File: config.mk
export PLATFORM = sky130hd
export DESIGN_NAME = rsa_exponent_ctrl_flat
export DESIGN_NICKNAME = d
export VERILOG_FILES = /design/src/rtl/rsa_pkg.sv /design/src/rtl/rsa_exponent_ctrl_if.sv /design/src/rtl/rsa_mod_normalize.sv /design/src/rtl/rsa_exponent_ctrl.sv /design/src/flat_wrapper.sv
export SDC_FILE = /design/constraint.sdc
export NUM_CORES = 1
export LEC_CHECK = 0
export BUFFER_PORTS_ARGS = -buffer_cell sky130_fd_sc_hd__buf_2
export CELL_PAD_IN_SITES_DETAIL_PLACEMENT = 1
export CELL_PAD_IN_SITES_GLOBAL_PLACEMENT = 1
export CORE_UTILIZATION = 40
export CTS_BUF_LIST = sky130_fd_sc_hd__clkbuf_8
export CTS_CLUSTER_SIZE = 40
export DETAILED_ROUTE_END_ITERATION = 8
export PLACE_DENSITY_LB_ADDON = 0.1
export SYNTH_ARGS = -nofsm -noshare
export SYNTH_HDL_FRONTEND = slang
export SYNTH_SLANG_ARGS = --single-unit
export TNS_END_PERCENT = 50
File: constraint.sdc
create_clock -name clk -period 6.9 [get_ports clk]
set_input_delay 0.69 -clock clk [delete_from_list [all_inputs] [get_ports clk]]
set_output_delay 0.69 -clock clk [all_outputs]
set_load 0.05 [all_outputs]
File: src/rtl/rsa_pkg.sv
// Shared types for the RSA private-exponent sequencer.
// States, error codes and operand word types.
package rsa_pkg;

    localparam int WORD_WIDTH = 32;

    typedef logic [WORD_WIDTH-1:0] word_t;
    typedef logic signed [WORD_WIDTH-1:0] sword_t;

    typedef enum logic [3:0] {
        IDLE,
        CHECK,
        LAUNCH,
        WAIT,
        RELEASE,
        EVAL,
        FIXUP,
        DONE,
        ERR
    } state_t;

    typedef enum logic [1:0] {
        ERR_NONE,
        ERR_INPUT,
        ERR_EXHAUSTED,
        ERR_TIMEOUT
    } err_code_t;

endpackage

File: src/rtl/rsa_exponent_ctrl_if.sv
// Key-setup request bundle and GCD engine bundle.
// master drives the request side, slave answers it.
interface rsa_key_if #(
    parameter int W  = 32,
    parameter int TW = 5
);
    logic          start;
    logic [W-1:0]  phi;
    logic [W-1:0]  e_init;
    logic          busy;
    logic          done;
    logic          error;
    logic [1:0]    err_code;
    logic [W-1:0]  e_out;
    logic [W-1:0]  d_out;
    logic [TW-1:0] tries;

    modport master (
        output start, phi, e_init,
        input  busy, done, error, err_code,
        input  e_out, d_out, tries
    );
    modport slave (
        input  start, phi, e_init,
        output busy, done, error, err_code,
        output e_out, d_out, tries
    );
endinterface

interface rsa_gcd_if #(
    parameter int W = 32
);
    logic         gcd_enable;
    logic [W-1:0] gcd_x;
    logic [W-1:0] gcd_y;
    logic         gcd_done;
    logic [W-1:0] gcd_result;
    logic [W-1:0] gcd_coeff_i;

    modport master (
        output gcd_enable, gcd_x, gcd_y,
        input  gcd_done, gcd_result, gcd_coeff_i
    );
    modport slave (
        input  gcd_enable, gcd_x, gcd_y,
        output gcd_done, gcd_result, gcd_coeff_i
    );
endinterface

File: src/rtl/rsa_mod_normalize.sv
// Maps a signed Bezout coefficient into [0, phi).
// Assumes |coeff| < phi and phi < 2^(W-1).
module rsa_mod_normalize #(
    parameter int W = 32
) (
    input  logic [W-1:0] coeff,
    input  logic [W-1:0] phi,
    output logic [W-1:0] d
);
    logic [W:0] sum;
    logic [W:0] red;

    always_comb begin
        sum = coeff[W-1] ? ({coeff[W-1], coeff} + {1'b0, phi})
                         : {1'b0, coeff};
        red = sum - {1'b0, phi};
        d   = (sum >= {1'b0, phi}) ? red[W-1:0] : sum[W-1:0];
    end
endmodule

File: src/rtl/rsa_exponent_ctrl.sv
// Derives d = e^-1 mod phi by driving an extended binary GCD engine,
// stepping e through odd candidates until gcd(e, phi) == 1.
module rsa_exponent_ctrl
    import rsa_pkg::*;
#(
    parameter int WORD_WIDTH     = 32,
    parameter int MAX_TRIES      = 16,
    parameter int TIMEOUT_CYCLES = 4096
) (
    input  logic      clk,
    input  logic      reset,
    rsa_key_if.slave  key,
    rsa_gcd_if.master gcd
);
    localparam int W  = WORD_WIDTH;
    localparam int TW = $clog2(MAX_TRIES + 1);
    localparam int DW = $clog2(TIMEOUT_CYCLES);

    state_t        state;
    logic [W-1:0]  phi_q;
    logic [W-1:0]  e_q;
    logic [W-1:0]  res_q;
    logic [W-1:0]  coeff_q;
    logic [W-1:0]  d_norm;
    logic [TW-1:0] tries_q;
    logic [DW-1:0] wd;
    logic [W:0]    e_next;
    logic          bad_in;
    logic          last_try;

    assign e_next   = {1'b0, e_q} + (W+1)'(2);
    assign bad_in   = phi_q[W-1] | (phi_q < W'(4)) | ~e_q[0]
                    | (e_q < W'(3)) | (e_q >= phi_q);
    assign last_try = (tries_q == TW'(MAX_TRIES))
                    | (e_next >= {1'b0, phi_q});
    assign key.tries = tries_q;

    rsa_mod_normalize #(.W(W)) u_norm (
        .coeff (coeff_q),
        .phi   (phi_q),
        .d     (d_norm)
    );

    always_ff @(posedge clk) begin
        if (!reset) begin
            state          <= IDLE;
            key.busy       <= 1'b0;
            key.done       <= 1'b0;
            key.error      <= 1'b0;
            key.err_code   <= ERR_NONE;
            key.e_out      <= '0;
            key.d_out      <= '0;
            gcd.gcd_enable <= 1'b0;
            gcd.gcd_x      <= '0;
            gcd.gcd_y      <= '0;
            phi_q          <= '0;
            e_q            <= '0;
            res_q          <= '0;
            coeff_q        <= '0;
            tries_q        <= '0;
            wd             <= '0;
        end else begin
            key.done  <= 1'b0;
            key.error <= 1'b0;
            unique case (state)
                IDLE: begin
                    if (key.start) begin
                        phi_q        <= key.phi;
                        e_q          <= key.e_init;
                        tries_q      <= '0;
                        key.err_code <= ERR_NONE;
                        key.busy     <= 1'b1;
                        state        <= CHECK;
                    end
                end
                CHECK: begin
                    if (bad_in) begin
                        key.error    <= 1'b1;
                        key.err_code <= ERR_INPUT;
                        key.busy     <= 1'b0;
                        state        <= ERR;
                    end else begin
                        state <= LAUNCH;
                    end
                end
                LAUNCH: begin
                    gcd.gcd_x      <= e_q;
                    gcd.gcd_y      <= phi_q;
                    gcd.gcd_enable <= 1'b1;
                    tries_q        <= tries_q + TW'(1);
                    wd             <= '0;
                    state          <= WAIT;
                end
                WAIT: begin
                    wd <= wd + DW'(1);
                    if (gcd.gcd_done) begin
                        res_q          <= gcd.gcd_result;
                        coeff_q        <= gcd.gcd_coeff_i;
                        gcd.gcd_enable <= 1'b0;
                        state          <= RELEASE;
                    end else if (wd == DW'(TIMEOUT_CYCLES - 1)) begin
                        gcd.gcd_enable <= 1'b0;
                        key.error      <= 1'b1;
                        key.err_code   <= ERR_TIMEOUT;
                        key.busy       <= 1'b0;
                        state          <= ERR;
                    end
                end
                // enable is already low here, giving the engine its idle cycle
                RELEASE: state <= EVAL;
                EVAL: begin
                    if (res_q == W'(1)) begin
                        state <= FIXUP;
                    end else if (last_try) begin
                        key.error    <= 1'b1;
                        key.err_code <= ERR_EXHAUSTED;
                        key.busy     <= 1'b0;
                        state        <= ERR;
                    end else begin
                        e_q   <= e_next[W-1:0];
                        state <= LAUNCH;
                    end
                end
                FIXUP: begin
                    key.e_out <= e_q;
                    key.d_out <= d_norm;
                    key.done  <= 1'b1;
                    key.busy  <= 1'b0;
                    state     <= DONE;
                end
                DONE:    state <= IDLE;
                ERR:     state <= IDLE;
                default: state <= IDLE;
            endcase
        end
    end
endmodule

File: src/flat_wrapper.sv
// flat-port wrapper written by rule: the top's interface ports become plain ports
module rsa_exponent_ctrl_flat import rsa_pkg::*;
#(
    parameter int WORD_WIDTH     = 32,
    parameter int MAX_TRIES      = 16,
    parameter int TIMEOUT_CYCLES = 4096
)
  (clk, reset, key_start, key_phi, key_e_init, key_busy, key_done, key_error, key_err_code, key_e_out, key_d_out, key_tries, gcd_gcd_enable, gcd_gcd_x, gcd_gcd_y, gcd_gcd_done, gcd_gcd_result, gcd_gcd_coeff_i);
  rsa_key_if #(.W(32), .TW(5)) key_i ();
  rsa_gcd_if #(.W(32)) gcd_i ();
  input  logic clk;
  input  logic reset;
  input wire logic [$bits(key_i.start)-1:0] key_start;
  input wire logic [$bits(key_i.phi)-1:0] key_phi;
  input wire logic [$bits(key_i.e_init)-1:0] key_e_init;
  output wire logic [$bits(key_i.busy)-1:0] key_busy;
  output wire logic [$bits(key_i.done)-1:0] key_done;
  output wire logic [$bits(key_i.error)-1:0] key_error;
  output wire logic [$bits(key_i.err_code)-1:0] key_err_code;
  output wire logic [$bits(key_i.e_out)-1:0] key_e_out;
  output wire logic [$bits(key_i.d_out)-1:0] key_d_out;
  output wire logic [$bits(key_i.tries)-1:0] key_tries;
  output wire logic [$bits(gcd_i.gcd_enable)-1:0] gcd_gcd_enable;
  output wire logic [$bits(gcd_i.gcd_x)-1:0] gcd_gcd_x;
  output wire logic [$bits(gcd_i.gcd_y)-1:0] gcd_gcd_y;
  input wire logic [$bits(gcd_i.gcd_done)-1:0] gcd_gcd_done;
  input wire logic [$bits(gcd_i.gcd_result)-1:0] gcd_gcd_result;
  input wire logic [$bits(gcd_i.gcd_coeff_i)-1:0] gcd_gcd_coeff_i;
  assign key_i.start = key_start;
  assign key_i.phi = key_phi;
  assign key_i.e_init = key_e_init;
  assign key_busy = key_i.busy;
  assign key_done = key_i.done;
  assign key_error = key_i.error;
  assign key_err_code = key_i.err_code;
  assign key_e_out = key_i.e_out;
  assign key_d_out = key_i.d_out;
  assign key_tries = key_i.tries;
  assign gcd_gcd_enable = gcd_i.gcd_enable;
  assign gcd_gcd_x = gcd_i.gcd_x;
  assign gcd_gcd_y = gcd_i.gcd_y;
  assign gcd_i.gcd_done = gcd_gcd_done;
  assign gcd_i.gcd_result = gcd_gcd_result;
  assign gcd_i.gcd_coeff_i = gcd_gcd_coeff_i;
  rsa_exponent_ctrl #(.WORD_WIDTH(WORD_WIDTH), .MAX_TRIES(MAX_TRIES), .TIMEOUT_CYCLES(TIMEOUT_CYCLES)) u_core (.clk(clk), .reset(reset), .key(key_i), .gcd(gcd_i));
endmodule
==> results of run 1 <==
## cells by family after synthesis
| kind of cell | count (synthesis) | synth area share, % |
|---|---|---|
| simple gates | 804 | 21.38 |
| compound gates | 608 | 22.02 |
| flops | 283 | 34.05 |
| buf+inv | 191 | 4.647 |
| fa+ha+maj | 133 | 10.09 |
| xor+xnor | 81 | 4.263 |
| mux | 56 | 3.549 |
## stage by stage
stage	hold slack, ps	instance area, um2	cells	util (%)	setup slack [ps]
finish	278.7	19410	2940	47.42	813.5
global route	235.2	19400	2939	47.42	340.1
CTS	228.2	19400	2938	47.41	876.2
detailed placement	443.8	18270	2841	44.63	913.0
global placement	439.6	18270	2841	44.63	1157
floorplan	423.7	16640	2156	-	2111
## worst min-delay path: stages
cell and delay (ps):
buf_2 100, nand2_1 40, a21oi_1 50
## final cells by class
class	count	area [um2]	area share (%)
multi-input cells	1682	10240	52.77
flip-flops and latches	283	5665	29.19
repair buffers	286	1471	7.582
clock buffers	66	908.4	4.681
well taps	532	665.6	3.430
clock inverters	31	227.7	1.173
inverters	58	222.7	1.148
diodes	2	5.005	0.02579
## layer usage
metal	global-route usage [%]	vias to the layer above	wire (um)
met1	34.48	7985	26540
met3	5.598	88	3090
li1	-	8024	-
met4	8.692	4	1520
met2	48.39	365	28620
met5	0	-	19
## flip-flops by register name (all words and copies together), names as in the netlist
register / cells
u_core.coeff_q: 32
u_core.e_q: 32
u_core.gcd.gcd_x: 32
u_core.gcd.gcd_y: 32
u_core.key.d_out: 32
u_core.key.e_out: 32
u_core.phi_q: 32
u_core.res_q: 32
u_core.wd: 12
u_core.key.tries: 5
u_core.state: 4
u_core.key.err_code: 2
u_core.gcd.gcd_enable: 1
u_core.key.busy: 1
u_core.key.done: 1
u_core.key.error: 1
## synthesized netlist by cell type (all sizes together) (22+ instances only)
master,instances,share of area [%]
mux2,24,1.6
inv,58,1.3
nand2,466,11
buf,22,0.82
mux2i,32,1.9
nor4,27,1.0
nor2,110,2.6
a21o,44,2.0
dfxtp,283,34
o21ai,99,3.0
xnor2,48,2.5
nand3,69,2.1
clkbuf,111,2.5
ha,131,9.9
a21oi,311,9.4
nand4,31,1.2
xor2,33,1.7
## power breakdown
group	internal [mW]	switching (mW)
clock	0.978	0.780
sequential	1.67	0.0754
combinational	0.237	0.354
total	2.88	1.21
## worst max path at each step
stage	start	to	slack, ps	depth (start not counted)
floorplan	u_core.phi_q[0]	u_core.key.d_out[27]	2110	20
global placement	u_core.phi_q[0]	u_core.key.d_out[3]	1160	21
detailed placement	u_core.phi_q[0]	u_core.key.d_out[4]	910	21
CTS	u_core.phi_q[0]	u_core.key.d_out[4]	880	21
global route	u_core.phi_q[0]	u_core.key.d_out[7]	340	21
finish	u_core.phi_q[0]	u_core.key.d_out[4]	810	21
==> impl_metrics.env, run 1 <==
export IMPL_synth_cell_types=82
export IMPL_drtAntennaViolNets=0
export IMPL_crit_required_ps=7400
export IMPL_dpl_hpwl_um=44230
export IMPL_cts_hold_buf=0
export IMPL_dieHeight_um=206.0
export IMPL_cts_tree="yes"
export IMPL_clock_path_buffers=3
export IMPL_reg2reg_setup_slack_ps=810
export IMPL_start_util_pct=40.66
export IMPL_fillers=5138
export IMPL_grt_pass1_vias=17070
export IMPL_final_cell_mix="464 x nand2_1, 310 x a21oi_1, 283 x dfxtp_1, 270 x buf_2, 131 x ha_1"
export IMPL_synth_seq_area_share_pct=34.05
export IMPL_worstPathBufferInverterCount=1
export IMPL_drv_slew=0
export IMPL_clock_sinks=283
export IMPL_die_area_um2=42420
export IMPL_rsz0062_at_grt="no"
export IMPL_fin_skew_ps=20.62
export IMPL_arrival_ps=6590
export IMPL_max_cap_viol_count=0
export IMPL_setup_tns_ps=0
export IMPL_drive_gt1_share_pct=17.58
export IMPL_hold_path_end="u_core.coeff_q[6]"
export IMPL_power_mw=4.091
export IMPL_critPathCaptureType="register"
export IMPL_clkTransAtPathRegs_ps=60
export IMPL_crit_fanout=28
export IMPL_slowest_delay_ps=640
export IMPL_synthToLayoutAreaGrowth_pct=16.63
export IMPL_peakVddDrop_v=0.0001534
export IMPL_ff2ff_path_depth=21
export IMPL_post_cts_buffers=0
export IMPL_grt_pass1_wl_um=92650
export IMPL_routed_wl_um=59790
export IMPL_core_region_area_um2=40920
export IMPL_worstPathCellList="ha_1, fa_1, a21oi_1, a2bb2oi_1, a22oi_2, o21ai_0, o21a_1, o21ai_0, xor2_1, mux2_2, ha_1, a21oi_1, a21oi_1, a2111oi_0, o21ai_0, nor2_2, o22ai_2, nor2_8, buf_4, mux2i_1, a21oi_1"
export IMPL_grt_usage_pct=27.92
export IMPL_port_buffers=270
export IMPL_tightest_slew_ps=1097
export IMPL_vias=16470
export IMPL_ioPinCount=271
export IMPL_synth_edf_count=0
export IMPL_grt_max_degree=83
export IMPL_p_leak_nw=8.624
export IMPL_period_needed_ps=6086
export IMPL_timing_rr_end="u_core.key.d_out[4]"
export IMPL_drc_errors=0
export IMPL_htree_levels=2
export IMPL_status="finished clean"
export IMPL_hold_viol=0
export IMPL_cts_made_buffers=53
export IMPL_wire_per_inst_um=20.34
export IMPL_synthArstFlopShare_pct=0
export IMPL_max_freq_mhz=164.3
export IMPL_min_period_over_period_pct=88.21
export IMPL_cp_slowest_cell="a2111oi_0"
export IMPL_synthCells=2156
export IMPL_setup_viol=0
export IMPL_via_per_inst=5.601
export IMPL_hp_class="in2reg"
export IMPL_worstReg2RegStart="u_core.phi_q[0]"
export IMPL_rows=74
export IMPL_synthesis_area_um2=16640
export IMPL_ctsResizeCount=0
export IMPL_ys_seq_elements=283
export IMPL_synthesis_nets=2421
export IMPL_yosysWarnings=0
export IMPL_start_kind="register"
export IMPL_worstHoldStart="gcd_gcd_coeff_i[6]"
export IMPL_first_pass_iters=5
export IMPL_avgSynthCellArea_um2=7.718
export IMPL_criticalPathCategory="reg2reg"
export IMPL_clock_latency_ps=660
export IMPL_synth_flop_cell="dfxtp_1"
export IMPL_drt_iter0_drc=697
export IMPL_antenna_found_initial=4
export IMPL_hold_depth=3
export IMPL_cpLargestDelayFamily="compound AO/OA/AOI/OAI gates"
export IMPL_cts_root_buffer="clkbuf_8"
export IMPL_slew_headroom_pct=26.55
export IMPL_gr_total_overflow=0
export IMPL_power_density_nw_per_um2=210.8
export IMPL_final_common_cell="nand2_1"
export IMPL_die_w_um=206.0
export IMPL_crit_top_cell="a21oi_1"
export IMPL_nets=2629
export IMPL_place_gp_congestion=0.9036
Power figures use the tool's default switching activity.
==> run 2, diff against run 1 <==
CELL_PAD_IN_SITES_DETAIL_PLACEMENT = not set   (was 1)
CELL_PAD_IN_SITES_GLOBAL_PLACEMENT = not set   (was 1)
PLACE_DENSITY_LB_ADDON = not set   (was 0.1)
==> run 2 against run 1 <==
Against the previous run: flip-flop and latch count is the same; wire length shrank 7.5%; first-iteration DRC count rose by 36%; die area is the same; worst setup slack improved by 140 ps; largest power group unchanged.
==> impl_metrics.env, run 2 (synthesized netlist as in run 1, its figures left out) <==
export IMPL_status="finished clean"
export IMPL_critPathCaptureType="register"
export IMPL_hp_class="in2reg"
export IMPL_grt_max_degree=101
export IMPL_power_frac_comb_pct=14.0
export IMPL_clock_sinks=283
export IMPL_grt_usage_pct=25.75
export IMPL_fillers=4178
export IMPL_wire_per_inst_um=18.85
export IMPL_setup_viol=0
export IMPL_slew_headroom_pct=29.97
export IMPL_cts_hold_buf=0
export IMPL_vias=16160
export IMPL_cp_slowest_cell="a2111oi_0"
export IMPL_setup_ws_ps=951.4
export IMPL_rsz0062_at_grt="no"
export IMPL_drt_iter0_drc=945
export IMPL_startpoint="u_core.phi_q[0]"
export IMPL_critPathCapture="u_core.key.d_out[11]"
export IMPL_tightest_slew_ps=1046
export IMPL_die_area_um2=42420
export IMPL_die_w_um=206.0
export IMPL_drc_errors=0
export IMPL_drive_gt1_share_pct=17.33
export IMPL_port_buffers=270
export IMPL_period_needed_ps=5949
export IMPL_cts_tree="yes"
export IMPL_max_freq_mhz=168.1
export IMPL_crit_required_ps=7390
export IMPL_hold_viol=0
export IMPL_drv_slew=0
export IMPL_reg2reg_setup_slack_ps=950
export IMPL_power_frac_clock_pct=43.6
export IMPL_final_common_cell="nand2_1"
export IMPL_gr_total_overflow=0
export IMPL_stdcell_area_um2=19400
export IMPL_start_util_pct=40.66
export IMPL_min_period_over_period_pct=86.21
export IMPL_grt_pass1_wl_um=85800
export IMPL_cts_root_buffer="clkbuf_8"
export IMPL_fin_skew_ps=32.67
export IMPL_ff2ff_path_depth=21
export IMPL_drtAntennaViolNets=0
export IMPL_p_sw_mw=1.180
export IMPL_place_gp_congestion=0.8857
export IMPL_p_int_mw=2.925
export IMPL_ioPinCount=271
export IMPL_crit_fanout=30
export IMPL_swShare_pct=28.75
export IMPL_routed_wl_um=55300
export IMPL_slowest_delay_ps=630
export IMPL_start_kind="register"
export IMPL_post_cts_buffers=0
export IMPL_clock_latency_ps=640
export IMPL_worstReg2RegStart="u_core.phi_q[0]"
export IMPL_htree_levels=2
export IMPL_dpl_hpwl_um=40500
export IMPL_cts_made_buffers=51
export IMPL_setup_tns_ps=0
export IMPL_place_area_um2=18250
export IMPL_fin_cells=2934
export IMPL_first_pass_iters=6
export IMPL_p_leak_nw=8.601
export IMPL_dp_cells=2840
export IMPL_antenna_found_initial=1
export IMPL_clock_path_buffers=3
export IMPL_nets=2626
export IMPL_timing_rr_end="u_core.key.d_out[11]"
export IMPL_peakVddDrop_v=0.0001381
export IMPL_max_cap_viol_count=0
export IMPL_dieHeight_um=206.0
export IMPL_dpl_worst_slack_ps=1063
export IMPL_via_per_inst=5.506
export IMPL_worstPathCellList="ha_1, fa_1, a21oi_1, a2bb2oi_1, a22oi_2, o21ai_0, o21a_1, o21ai_0, xor2_1, mux2_2, ha_1, a21oi_1, a21oi_1, a2111oi_0, o21ai_0, nor2_2, o22ai_2, nor2_8, buf_4, mux2i_1, a21oi_1"
export IMPL_power_density_nw_per_um2=211.5
export IMPL_synthToLayoutAreaGrowth_pct=16.61
export IMPL_ctsResizeCount=0
export IMPL_clkTransAtPathRegs_ps=60
export IMPL_crit_top_cell="a21oi_1"
export IMPL_grt_pass1_vias=15820
export IMPL_worstHoldStart="gcd_gcd_coeff_i[20]"
export IMPL_core_region_area_um2=40920
export IMPL_seq_power_share_pct=42.5
export IMPL_final_cell_mix="464 x nand2_1, 310 x a21oi_1, 283 x dfxtp_1, 270 x buf_2, 131 x ha_1"
export IMPL_criticalPathCategory="reg2reg"
export IMPL_arrival_ps=6440
export IMPL_rows=74
[run 2: changes by cell type in the layout (fill, tap and decap cells not counted)]
cell,before,now
inv_8,1,0
nand2_2,1,2
inv_1,69,71
bufinv_16,3,5
clkbuf_8,66,64
clkinvlp_4,3,6
buf_4,16,15
nand2_4,1,0
clkinv_2,11,3
diode_2,2,1
[run 2: layout make-up]
| class | instances | area [um2] | area share, % |
|---|---|---|---|
| multi-input cells | 1682 | 10240 | 52.75 |
| flip-flops and latches | 283 | 5665 | 29.20 |
| repair buffers | 285 | 1464 | 7.544 |
| clock buffers | 64 | 880.8 | 4.540 |
| well taps | 532 | 665.6 | 3.430 |
| clock inverters | 29 | 266.5 | 1.373 |
| inverters | 58 | 222.7 | 1.148 |
| diodes | 1 | 2.502 | 0.01290 |
[run 2: worst max-delay path: cells and delay by family, from the launching register on]
| family | cells | cell delay (ps) |
|---|---|---|
| compound gates | 12 | 2750 |
| fa+ha+maj | 3 | 1010 |
| flops | 1 | 350 |
| xor+xnor | 1 | 150 |
| mux | 2 | 540 |
| simple gates | 2 | 700 |
| buf+inv | 1 | 300 |
[run 2: routing by layer]
metal	share of wire [%]	wire length (um)	vias to the layer above	global-route usage (%)
met1	43	23810	7563	31.83
met5	0	0	-	0
met3	6.5	3594	106	5.125
li1	-	-	8030	-
met2	47	25920	457	43.22
met4	3.6	1974	0	11.13
[run 2: worst min path at each step]
| stage | to | depth (start not counted) |
|---|---|---|
| final | u_core.coeff_q[20] | 3 |
| after detailed placement | u_core.key.e_out[27] | 2 |
| after CTS | u_core.res_q[2] | 3 |
| after global placement | u_core.gcd.gcd_x[31] | 2 |
| after floorplan | u_core.wd[7] | 1 |
| after global routing | u_core.res_q[5] | 3 |
[run 2: power groups by stage]
stage | Sequential, mW | Combinational [mW] | Clock, mW
final | 1.74 | 0.574 | 1.79
after global routing | 1.75 | 0.638 | 1.90
after CTS | 1.74 | 0.570 | 1.83
after detailed placement | 1.78 | 0.566 | 0
after global placement | 1.78 | 0.553 | 0
after floorplan | 1.74 | 0.426 | 0
[run 2: metrics by stage]
step,utilization [%],hold WS [ps],power [mW]
2_1_floorplan,-,423.7,2.162
3_3_place_gp,44.60,441.0,2.330
3_5_place_dp,44.60,443.7,2.344
4_1_cts,47.41,240.4,4.142
5_1_grt,47.41,278.3,4.285
6_report,47.41,281.2,4.105
